$ cat config.mk
export PLATFORM = sky130hd
export DESIGN_NAME = alu_arbiter_flat
export DESIGN_NICKNAME = d
export VERILOG_FILES = /design/src/rtl/alu_arbiter_if.sv /design/src/rtl/alu_arbiter.sv /design/src/flat_wrapper.sv
export SDC_FILE = /design/constraint.sdc
export NUM_CORES = 1
export LEC_CHECK = 0
export CAP_MARGIN = 20
export CORE_MARGIN = 2
export CORE_UTILIZATION = 41
export DETAILED_ROUTE_END_ITERATION = 12
export PLACE_DENSITY_LB_ADDON = 0.2
export SETUP_SLACK_MARGIN = 0.05
export SLEW_MARGIN = 20
export SYNTH_ARGS = -nofsm -noshare
export SYNTH_HDL_FRONTEND = slang
export SYNTH_SLANG_ARGS = --single-unit
$ cat constraint.sdc
create_clock -name clk -period 1.6 [get_ports clk]
set_input_delay 0.4 -clock clk [delete_from_list [all_inputs] [get_ports clk]]
set_output_delay 0.4 -clock clk [all_outputs]
set_load 0.005 [all_outputs]
$ cat src/rtl/alu_arbiter_if.sv
// Handshake and bus bundle between the requesters, the shared alu and the
// response consumer. The slave modport is the arbiter's view.
interface alu_arbiter_if #(
    parameter int DW   = 8,
    parameter int CMDW = 3
);
    // requester 0
    logic            req0_valid;
    logic [CMDW-1:0] req0_cmd;
    logic [DW-1:0]   req0_a;
    logic [DW-1:0]   req0_b;
    logic            req0_ready;
    // requester 1
    logic            req1_valid;
    logic [CMDW-1:0] req1_cmd;
    logic [DW-1:0]   req1_a;
    logic [DW-1:0]   req1_b;
    logic            req1_ready;
    // alu side
    logic [CMDW-1:0] alu_cmd;
    logic [DW-1:0]   alu_a;
    logic [DW-1:0]   alu_b;
    logic            alu_sc_i;
    logic [DW-1:0]   alu_rslt;
    // response side
    logic            rsp_valid;
    logic            rsp_ready;
    logic [DW-1:0]   rsp_data;
    logic            rsp_id;
    logic            rsp_zero;
    logic            rsp_pari;
    // status
    logic            busy;
    logic [7:0]      op_cnt;

    modport slave (
        input  req0_valid, req0_cmd, req0_a, req0_b,
        output req0_ready,
        input  req1_valid, req1_cmd, req1_a, req1_b,
        output req1_ready,
        output alu_cmd, alu_a, alu_b, alu_sc_i,
        input  alu_rslt,
        output rsp_valid,
        input  rsp_ready,
        output rsp_data, rsp_id, rsp_zero, rsp_pari,
        output busy, op_cnt
    );

    modport master (
        output req0_valid, req0_cmd, req0_a, req0_b,
        input  req0_ready,
        output req1_valid, req1_cmd, req1_a, req1_b,
        input  req1_ready,
        input  alu_cmd, alu_a, alu_b, alu_sc_i,
        output alu_rslt,
        input  rsp_valid,
        output rsp_ready,
        input  rsp_data, rsp_id, rsp_zero, rsp_pari,
        input  busy, op_cnt
    );
endinterface

$ cat src/rtl/alu_arbiter.sv
// Round-robin front end for a single shared combinational alu.
// One op per grant: IDLE (accept) -> EXEC (alu settles) -> RESP (hold result).
module alu_arbiter #(
    parameter int DW   = 8,
    parameter int CMDW = 3
) (
    input  logic         clk,
    input  logic         rst_n,
    alu_arbiter_if.slave bus
);

    typedef enum logic [1:0] {
        IDLE = 2'd0,
        EXEC = 2'd1,
        RESP = 2'd2
    } state_t;

    state_t          state_q;
    logic            last_grant_q;
    logic            id_q;
    logic [CMDW-1:0] alu_cmd_q;
    logic [DW-1:0]   alu_a_q;
    logic [DW-1:0]   alu_b_q;
    logic            rsp_valid_q;
    logic [DW-1:0]   rsp_data_q;
    logic            rsp_id_q;
    logic            rsp_zero_q;
    logic            rsp_pari_q;
    logic [7:0]      op_cnt_q;

    logic            in_idle;
    logic            any_valid;
    logic            grant1_d;

    // Requester 1 wins when it is alone, or on a tie when requester 0 went last.
    assign in_idle   = (state_q == IDLE);
    assign any_valid = bus.req0_valid | bus.req1_valid;
    assign grant1_d  = bus.req1_valid & (~bus.req0_valid | ~last_grant_q);

    assign bus.req0_ready = in_idle & bus.req0_valid & ~grant1_d;
    assign bus.req1_ready = in_idle & grant1_d;

    assign bus.alu_cmd  = alu_cmd_q;
    assign bus.alu_a    = alu_a_q;
    assign bus.alu_b    = alu_b_q;
    assign bus.alu_sc_i = 1'b0;

    assign bus.rsp_valid = rsp_valid_q;
    assign bus.rsp_data  = rsp_data_q;
    assign bus.rsp_id    = rsp_id_q;
    assign bus.rsp_zero  = rsp_zero_q;
    assign bus.rsp_pari  = rsp_pari_q;
    assign bus.busy      = ~in_idle;
    assign bus.op_cnt    = op_cnt_q;

    // Control FSM: grant, capture the alu result, hold it until consumed.
    always_ff @(posedge clk) begin
        if (!rst_n) begin
            state_q      <= IDLE;
            last_grant_q <= 1'b1;
            id_q         <= 1'b0;
            alu_cmd_q    <= '0;
            alu_a_q      <= '0;
            alu_b_q      <= '0;
            rsp_valid_q  <= 1'b0;
            rsp_data_q   <= '0;
            rsp_id_q     <= 1'b0;
            rsp_zero_q   <= 1'b0;
            rsp_pari_q   <= 1'b0;
            op_cnt_q     <= 8'd0;
        end else begin
            case (state_q)
                IDLE: begin
                    if (any_valid) begin
                        // Operands stay on the alu until the next grant.
                        alu_cmd_q    <= grant1_d ? bus.req1_cmd : bus.req0_cmd;
                        alu_a_q      <= grant1_d ? bus.req1_a   : bus.req0_a;
                        alu_b_q      <= grant1_d ? bus.req1_b   : bus.req0_b;
                        last_grant_q <= grant1_d;
                        id_q         <= grant1_d;
                        state_q      <= EXEC;
                    end
                end
                EXEC: begin
                    rsp_data_q  <= bus.alu_rslt;
                    rsp_zero_q  <= (bus.alu_rslt == '0);
                    rsp_pari_q  <= ^bus.alu_rslt;
                    rsp_id_q    <= id_q;
                    rsp_valid_q <= 1'b1;
                    state_q     <= RESP;
                end
                RESP: begin
                    if (bus.rsp_ready) begin
                        rsp_valid_q <= 1'b0;
                        op_cnt_q    <= op_cnt_q + 8'd1;
                        state_q     <= IDLE;
                    end
                end
                default: begin
                    state_q <= IDLE;
                end
            endcase
        end
    end

endmodule

$ cat src/flat_wrapper.sv
// flat-port wrapper written by rule: the top's interface ports become plain ports
module alu_arbiter_flat 
#(
    parameter int DW   = 8,
    parameter int CMDW = 3
)
  (clk, rst_n, bus_req0_valid, bus_req0_cmd, bus_req0_a, bus_req0_b, bus_req0_ready, bus_req1_valid, bus_req1_cmd, bus_req1_a, bus_req1_b, bus_req1_ready, bus_alu_cmd, bus_alu_a, bus_alu_b, bus_alu_sc_i, bus_alu_rslt, bus_rsp_valid, bus_rsp_ready, bus_rsp_data, bus_rsp_id, bus_rsp_zero, bus_rsp_pari, bus_busy, bus_op_cnt);
  alu_arbiter_if #(.DW(DW), .CMDW(CMDW)) bus_i ();
  input  logic clk;
  input  logic rst_n;
  input wire logic [$bits(bus_i.req0_valid)-1:0] bus_req0_valid;
  input wire logic [$bits(bus_i.req0_cmd)-1:0] bus_req0_cmd;
  input wire logic [$bits(bus_i.req0_a)-1:0] bus_req0_a;
  input wire logic [$bits(bus_i.req0_b)-1:0] bus_req0_b;
  output wire logic [$bits(bus_i.req0_ready)-1:0] bus_req0_ready;
  input wire logic [$bits(bus_i.req1_valid)-1:0] bus_req1_valid;
  input wire logic [$bits(bus_i.req1_cmd)-1:0] bus_req1_cmd;
  input wire logic [$bits(bus_i.req1_a)-1:0] bus_req1_a;
  input wire logic [$bits(bus_i.req1_b)-1:0] bus_req1_b;
  output wire logic [$bits(bus_i.req1_ready)-1:0] bus_req1_ready;
  output wire logic [$bits(bus_i.alu_cmd)-1:0] bus_alu_cmd;
  output wire logic [$bits(bus_i.alu_a)-1:0] bus_alu_a;
  output wire logic [$bits(bus_i.alu_b)-1:0] bus_alu_b;
  output wire logic [$bits(bus_i.alu_sc_i)-1:0] bus_alu_sc_i;
  input wire logic [$bits(bus_i.alu_rslt)-1:0] bus_alu_rslt;
  output wire logic [$bits(bus_i.rsp_valid)-1:0] bus_rsp_valid;
  input wire logic [$bits(bus_i.rsp_ready)-1:0] bus_rsp_ready;
  output wire logic [$bits(bus_i.rsp_data)-1:0] bus_rsp_data;
  output wire logic [$bits(bus_i.rsp_id)-1:0] bus_rsp_id;
  output wire logic [$bits(bus_i.rsp_zero)-1:0] bus_rsp_zero;
  output wire logic [$bits(bus_i.rsp_pari)-1:0] bus_rsp_pari;
  output wire logic [$bits(bus_i.busy)-1:0] bus_busy;
  output wire logic [$bits(bus_i.op_cnt)-1:0] bus_op_cnt;
  assign bus_i.req0_valid = bus_req0_valid;
  assign bus_i.req0_cmd = bus_req0_cmd;
  assign bus_i.req0_a = bus_req0_a;
  assign bus_i.req0_b = bus_req0_b;
  assign bus_req0_ready = bus_i.req0_ready;
  assign bus_i.req1_valid = bus_req1_valid;
  assign bus_i.req1_cmd = bus_req1_cmd;
  assign bus_i.req1_a = bus_req1_a;
  assign bus_i.req1_b = bus_req1_b;
  assign bus_req1_ready = bus_i.req1_ready;
  assign bus_alu_cmd = bus_i.alu_cmd;
  assign bus_alu_a = bus_i.alu_a;
  assign bus_alu_b = bus_i.alu_b;
  assign bus_alu_sc_i = bus_i.alu_sc_i;
  assign bus_i.alu_rslt = bus_alu_rslt;
  assign bus_rsp_valid = bus_i.rsp_valid;
  assign bus_i.rsp_ready = bus_rsp_ready;
  assign bus_rsp_data = bus_i.rsp_data;
  assign bus_rsp_id = bus_i.rsp_id;
  assign bus_rsp_zero = bus_i.rsp_zero;
  assign bus_rsp_pari = bus_i.rsp_pari;
  assign bus_busy = bus_i.busy;
  assign bus_op_cnt = bus_i.op_cnt;
  alu_arbiter #(.DW(DW), .CMDW(CMDW)) u_core (.clk(clk), .rst_n(rst_n), .bus(bus_i));
endmodule
# Yosys cells after proc, flatten, opt, wreduce, memory -nomap -nowiden
# Cells that the tools add are included.
# word_totals
wordCells	43
reg_bits	43
# classes
n_eq_ne	4
n_bitwise	10
addsub	1
n_reduce_logical	8
n_mux	8
# op_table
operator	n
2-to-1 mux 8 bit	2
adder 8 x 1 -> 8 bit (second input constant)	1
zero test 8 bit	1
AND reduction 2 bit	4
XOR reduction 8 bit	1
case mux 2 bit (3 select lines)	1
bitwise AND 1 bit	4
2-to-1 mux 2 bit	2
!= test 2 bit (second input constant)	2
NOT 1 bit	4
2-to-1 mux 3 bit	1
equality test 2 x 1 -> 1 bit (second input constant)	1
equality test 2 bit (second input constant)	1
zero test 2 bit	1
OR 1 bit	2
case mux 1 bit (2 select lines)	1
nonzero test 2 bit	1
2-to-1 mux 1 bit	1

# Depth between registers and ports, before layout
# Gate-level depths: netlist of run 1.
# logic_depth
ltp_word	5
ltp_mapped	5
mapped_depth_nobuf	5

# Least setup slack after synthesis of run 1
# OpenSTA, ideal clock, no wires.
# synth_path
kind	input-to-reg
start	input bus_req0_valid
end	register u_core.alu_a_q[7], in the netlist u_core.bus.alu_a[7]
setup_slack_ns	0.231
arrival_time_ns	1.288
stages	5
path_cell_list	or2_1 -> and2_1 -> buf_2 -> buf_4 -> a211oi_2
# synth_via
elab_chain_len	4
# synth_lines
item	line	rtl
from (decl)	flat_wrapper.sv:11	input wire logic [$bits(bus_i.req0_valid)-1:0] bus_req0_valid;
NOT 1 bit	alu_arbiter.sv:38	assign grant1_d = bus.req1_valid & (~bus.req0_valid | ~last_grant_q);
OR 1 bit	alu_arbiter.sv:38	
bitwise AND 1 bit	alu_arbiter.sv:38	
2-to-1 mux 8 bit	alu_arbiter.sv:77	alu_a_q <= grant1_d ? bus.req1_a : bus.req0_a;
to (signal assigned)	alu_arbiter.sv:77	
to (decl)	alu_arbiter.sv:22	logic [DW-1:0] alu_a_q;
# Parallel ways exist; a longest one is shown, timed or not.
# A chain may end at the register's enable or synchronous reset.

# Worst setup path in the final report of run 1
# layout_path
start	register u_core.state_q[0]
end	output bus_req0_ready
# layout_via
elab_chain_len	3
# layout_lines
item	line	rtl
from (decl)	alu_arbiter.sv:18	state_t state_q;
from (signal assigned)	alu_arbiter.sv:59	state_q <= IDLE;
from (signal assigned)	alu_arbiter.sv:81	state_q <= EXEC;
from (signal assigned)	alu_arbiter.sv:90	state_q <= RESP;
zero test 2 bit	alu_arbiter.sv:36	assign in_idle = (state_q == IDLE);
bitwise AND 1 bit (2 in a row)	alu_arbiter.sv:40	assign bus.req0_ready = in_idle & bus.req0_valid & ~grant1_d;
to (decl)	flat_wrapper.sv:15	output wire logic [$bits(bus_i.req0_ready)-1:0] bus_req0_ready;
# No other way between the ends.

==> flow_summary_export.csv, run 1 <==
group,metric,value,unit
layout,multiInputGateArea,1060,um^2
die,die_w,73.7,um
placed_design,dp_hpwl,3660,um
clock_network,cts-root-buf,"clkbuf_8",
sta,timing.final.crit_share,101,%
pwr,vdd_ir_drop_max,571,uV
flow_run,maxCapViolCount,0,
sta,rsz0062_at_grt,"true",
critical_path,worst-setup-path-type,"flop to primary output",
sta,fmaxAchievable,618,MHz
layout,diodes,0,
clock_network,cts_buffer_depth,2,
grt,antenna_found_initial,0,
critical_path,reg2regPathDepth,7,
clock_network,path_clk_slew,0.08,ns
worst_hold_path,hp-class,"flop to flop",
drt,drc,0,
layout,final_net_count,381,
placed_design,dp_worst_setup_slack,-0.750,ns
drt,drt-initial-drc-count,66,
logic_synthesis,synth-seq-cells,43,
die,fp.dieH,73.7,um
die,start_util,42.5,%
sta,hold_viol_final,0,
logic_synthesis,syn_nets,272,
logic_synthesis,synth_cell_types,37,
clock_network,clock-sinks,43,
grt,grt_overflow_total,0,
placed_design,routabilityCongestion,0.802,
grt,grt_pass1_vias,1913,
critical_path,cp.arrival,1.22,ns
die,num_rows,25,
grt,grt_start_max_net_pins,25,
layout,synthToLayoutAreaGrowth,66.3,%
layout,utilization,70.7,%
pwr,finalPower,2.59,mW
clock_network,cts_max_level,2,
layout,drive_gt1_share,21.6,%
clock_network,cts_tree,"done",
drt,dr.pass1.iters,4,
layout,layout_common_cells,"57 x clkdlybuf4s50_1, 35 x a21oi_1, 26 x dfxtp_1, 25 x nand2_1",
clock_network,worstSkewPairLatency,0.29,ns
die,core_region_area,4690,um^2
logic_synthesis,synthCells,216,
run_status,failed_checks,"setup timing",
grt,grt_use_total,19.6,%
sta,slew_violations,0,
sta,hold_ws,0.451,ns
run_status,status,"finished with violations",
clock_network,ctsHoldBuffers,0,
grt,grt_pass1_wl,8340,um
logic_synthesis,seq_area_frac_synth,43.2,%
logic_synthesis,synthesis.area,1990,um^2
drt,drt-total-wl,5180,um
sta,finalClockSkew,0.00522,ns
clock_network,cts_buffers,5,
logic_synthesis,synth_async_sr_flop_share,0,%
critical_path,path_max_fanout,2,
drt,vias_per_cell,5.13,
sta,setup_ws,-0.0181,ns
drt,antenna_left,0,
logic_synthesis,yosys_warnings,0,
drt,wl_per_cell,13.7,um
worst_hold_path,hold_depth,2,
pwr,power_density,781,nW/um^2
logic_synthesis,synth_ff_type,"dfxtp_1",
layout,final_common_cell,"clkdlybuf4s50_1",
layout,seqCellArea,885,um^2
die,dieArea,5440,um^2
critical_path,end_kind,"primary output",
logic_synthesis,synth-edff-count,0,
sta,fin_crit,1.62,ns
critical_path,critPathRequiredTime,1.20,ns
logic_synthesis,syn_area_per_cell,9.23,um^2
layout,n_fill_cell,379,
critical_path,critPathLaunchType,"flop",
drt,vias,1940,
sta,setup-violations-final,1,
pwr,p_leak,1.66,nW
placed_design,portBuffers,92,
die,num_io_pins,94,
[per-layer routing]
metal	track usage, %	vias to the layer above	part of all wire, %
met5	0	-	0
met4	6.67	0	0.68
met3	7.27	4	7.5
met2	34.9	65	52
met1	21.1	900	40
li1	-	971	-
[synthesized netlist by cell type, types with 3 or more instances]
cell	count	area, um^2
inv_1	12	45.0
buf_4	3	22.5
a211oi_1	9	67.6
ha_1	5	62.6
a211oi_2	10	125
mux2i_1	21	210
buf_2	3	15.0
dfxtp_1	43	861
nor2_1	5	18.8
o21ai_0	4	20.0
nand2_1	25	93.8
a21oi_1	35	175
xnor2_1	4	35.0
clkbuf_1	8	30.0
[worst max-delay path: stages (launching register included)]
cell     delay [ns]
dfxtp_2        0.33
or3b_4         0.40
nor2_2         0.08
buf_2          0.12
[sequential cells by signal, indices dropped and copies added, names as in the netlist]
register and cells:
u_core.bus.alu_a 8, u_core.bus.alu_b 8, u_core.bus.op_cnt 8, u_core.bus.rsp_data 8
u_core.bus.alu_cmd 3, u_core.state_q 2, u_core.bus.rsp_id 1, u_core.bus.rsp_pari 1
u_core.bus.rsp_valid 1, u_core.bus.rsp_zero 1, u_core.id_q 1, u_core.last_grant_q 1
[kinds of logic after synthesis]
| logic type | after synthesis | share of synthesized area, % |
|---|---|---|
| AO/OA/AOI/OAI | 64 | 21.7 |
| XOR/XNOR | 5 | 2.20 |
| adder cells (fa/ha/maj) | 5 | 3.14 |
| buffers and inverters | 27 | 5.83 |
| flip-flops | 43 | 43.2 |
| multiplexers | 21 | 10.5 |
| other | 1 | 0.188 |
| AND/OR/NAND/NOR | 50 | 13.2 |
[layout make-up]
type / count / area share, %
Clock buffer: 6 / 2.19
Inverter: 12 / 1.36
Multi-Input combinational cell: 146 / 32.0
Tap cell: 54 / 2.04
Timing Repair Buffer: 117 / 35.8
Sequential cell: 43 / 26.7
[power by group]
group | leakage [nW] | total, mW | switching [mW] | internal (mW)
Combinational | 1.27 | 0.741 | 0.308 | 0.433
Clock | 0.0371 | 0.641 | 0.350 | 0.291
Sequential | 0.361 | 1.21 | 0.0468 | 1.16
Total | 1.66 | 2.59 | 0.705 | 1.89
[final timing paths]
check	start	end	slack, ns
worst max-delay path	u_core.state_q[0]	bus_req0_ready	-0.02
worst min-delay path	u_core.bus.rsp_data[3]	u_core.bus.rsp_data[3]	0.45
worst min register to register	u_core.bus.rsp_data[3]	u_core.bus.rsp_data[3]	0.45
worst max register to register	u_core.state_q[1]	u_core.bus.alu_a[0]	0.19
[repair_timing]
| action | CTS | global route |
|---|---|---|
| pin swaps | 5 | 3 |
| hold endpoints to repair | 0 | 0 |
| gates cloned | 0 | 0 |
| gates resized for setup | 47 | 30 |
| buffers inserted | 5 | 2 |
| setup endpoints to repair | 39 | 30 |
[per-stage QoR]
stage | area [um^2] | instances | setup TNS [ns]
floorplan | 1990 | 216 | 0
global placement | 3080 | 365 | -7.74
detailed placement | 3080 | 365 | -8.30
CTS | 3220 | 376 | -0.0398
global route | 3320 | 378 | -0.0659
finish | 3320 | 378 | -0.0181
(Power assumes the default switching activity.)
==> run 2: changes to the inputs <==
--- a/config.mk
+++ b/config.mk
@@ -6,9 +6,11 @@
 export NUM_CORES = 1
 export LEC_CHECK = 0
 export CAP_MARGIN = 20
+export CORE_ASPECT_RATIO = 1.1
 export CORE_MARGIN = 2
 export CORE_UTILIZATION = 41
 export DETAILED_ROUTE_END_ITERATION = 12
+export HOLD_SLACK_MARGIN = 0.02
 export PLACE_DENSITY_LB_ADDON = 0.2
 export SETUP_SLACK_MARGIN = 0.05
 export SLEW_MARGIN = 20
==> flow_summary_export.csv, run 2 (synthesis results as in run 1) <==
group,metric,value,unit
run_status,status,"finished with violations",
run_status,failed_checks,"setup timing",
layout,layout_common_cells,"52 x clkdlybuf4s50_1, 34 x a21oi_1, 25 x nand2_1, 25 x dfxtp_2, 24 x buf_4",
critical_path,cp.arrival,1.34,ns
drt,drt-initial-drc-count,63,
sta,hold_viol_final,0,
drt,wl_per_cell,13.2,um
sta,fmaxAchievable,575,MHz
grt,grt_pass1_vias,1913,
drt,vias_per_cell,4.97,
die,num_io_pins,94,
die,fp.dieH,77.2,um
sta,timing.final.crit_share,109,%
critical_path,cp_cell_sequence,"buf_6 > or3b_4 > nor2_2 > buf_2",
sta,fin_crit,1.74,ns
layout,drive_gt1_share,27.3,%
placed_design,dp_hpwl,3570,um
die,start_util,42.9,%
worst_hold_path,min_from,"u_core.id_q",
placed_design,portBuffers,92,
sta,slew_violations,0,
sta,setup-violations-final,1,
die,dieArea,5440,um^2
critical_path,critPathRequiredTime,1.20,ns
critical_path,max_stage_delay,0.39,ns
pwr,p_switching,0.745,mW
critical_path,reg2reg_setup_slack,0.13,ns
sta,finalSetupTns,-0.140,ns
worst_hold_path,hold_depth,2,
clock_network,clock-sinks,43,
critical_path,regToRegEndpoint,"u_core.bus.op_cnt[5]",
grt,grt_overflow_total,0,
clock_network,worstSkewPairLatency,0.30,ns
sta,rsz0062_at_grt,"true",
critical_path,path_max_fanout,2,
die,core_region_area,4650,um^2
die,num_rows,26,
clock_network,cts_buffer_depth,2,
critical_path,end_kind,"primary output",
layout,final_net_count,388,
placed_design,dp_worst_setup_slack,-0.783,ns
grt,antenna_found_initial,0,
grt,grt_start_max_net_pins,24,
drt,vias,1934,
pwr,clkPwrFrac,31.3,%
pwr,vdd_ir_drop_max,513,uV
clock_network,ctsHoldBuffers,0,
drt,antenna_left,0,
clock_network,path_clk_slew,0.09,ns
drt,drt-total-wl,5140,um
pwr,intPower,2.11,mW
layout,diodes,0,
pwr,power_density,835,nW/um^2
critical_path,worst-setup-path-type,"flop to primary output",
grt,grt_use_total,19.1,%
clock_network,cts-root-buf,"clkbuf_8",
pwr,p_leak,1.75,nW
critical_path,reg2regPathDepth,5,
drt,dr.pass1.iters,4,
critical_path,cp_slowest_cell,"or3b_4",
worst_hold_path,worstHoldEndpoint,"u_core.bus.rsp_id",
flow_run,maxCapViolCount,0,
drt,drc,0,
layout,final_common_cell,"clkdlybuf4s50_1",
worst_hold_path,hp-class,"flop to flop",
critical_path,critPathLaunchType,"flop",
layout,synthToLayoutAreaGrowth,71.8,%
pwr,p_seq_share,42.3,%
grt,grt_pass1_wl,8480,um
pwr,p_comb_share,26.4,%
sta,setup_ws,-0.140,ns
pwr,switching_share,26.1,%
die,die_w,70.5,um
placed_design,routabilityCongestion,0.747,
critical_path,r2r_start,"u_core.state_q[0]",
clock_network,cts_tree,"done",
clock_network,cts_buffers,5,
clock_network,cts_max_level,2,
sta,finalClockSkew,0.00503,ns
## run 2: layout make-up
cell class / instances / area, um^2
Timing Repair Buffer: 124 / 1240
Tap cell: 56 / 70.1
Sequential cell: 43 / 896
Multi-Input combinational cell: 146 / 1060
Fill cell: 380 / 1220
Clock buffer: 6 / 82.6
Clock inverter: 2 / 35.0
Inverter: 12 / 45.0
## run 2: worst max-delay path by stage
stage | end | start | slack [ns]
floorplan | u_core.bus.alu_a[7] | bus_req0_valid | 0.23
global placement | bus_req0_ready | bus_req0_valid | -0.75
detailed placement | bus_req0_ready | bus_req0_valid | -0.78
CTS | bus_req0_ready | u_core.state_q[0] | -0.17
global route | bus_req0_ready | u_core.state_q[0] | -0.18
finish | bus_req0_ready | u_core.state_q[0] | -0.14
## run 2: repair_timing
action	CTS	global route
gates resized for setup	56	40
setup buffers	11	3
pin swaps	5	4
setup endpoints to repair	50	46
## run 2: layer usage
layer  wire (um)  GRT usage, %  share of wire [%]  vias to the layer above
met1        2080          22.3                 40                      873
met5           0             0                  0                        -
met3         407          6.70                7.9                        5
met4          38          5.58               0.74                        0
met2        2610          32.8                 51                       67
li1            -             -                  -                      989
## run 2: critical path: cells and delay by family, from the launching register on
kind | cells | cell delay (ns)
flops | 1 | 0.34
buf+inv | 2 | 0.23
simple gates | 2 | 0.48
## run 2: power groups by stage
stage / clock [mW] / combinational [mW] / sequential (mW)
5_1_grt: 0.964 / 0.823 / 1.22
6_report: 0.896 / 0.754 / 1.21
3_3_place_gp: 0 / 0.728 / 1.23
4_1_cts: 0.907 / 0.740 / 1.21
3_5_place_dp: 0 / 0.737 / 1.23
2_1_floorplan: 0 / 0.319 / 1.24
## run 2: metrics by stage
stage	power (mW)	util, %	area, um^2	hold WS [ns]	cells
detailed placement	1.97	66.3	3090	0.446	368
global placement	1.96	66.3	3090	0.441	368
floorplan	1.56	-	1990	0.428	216
global route	3.01	73.7	3430	0.473	389
finish	2.86	73.7	3430	0.452	389
CTS	2.86	71.1	3310	0.457	387
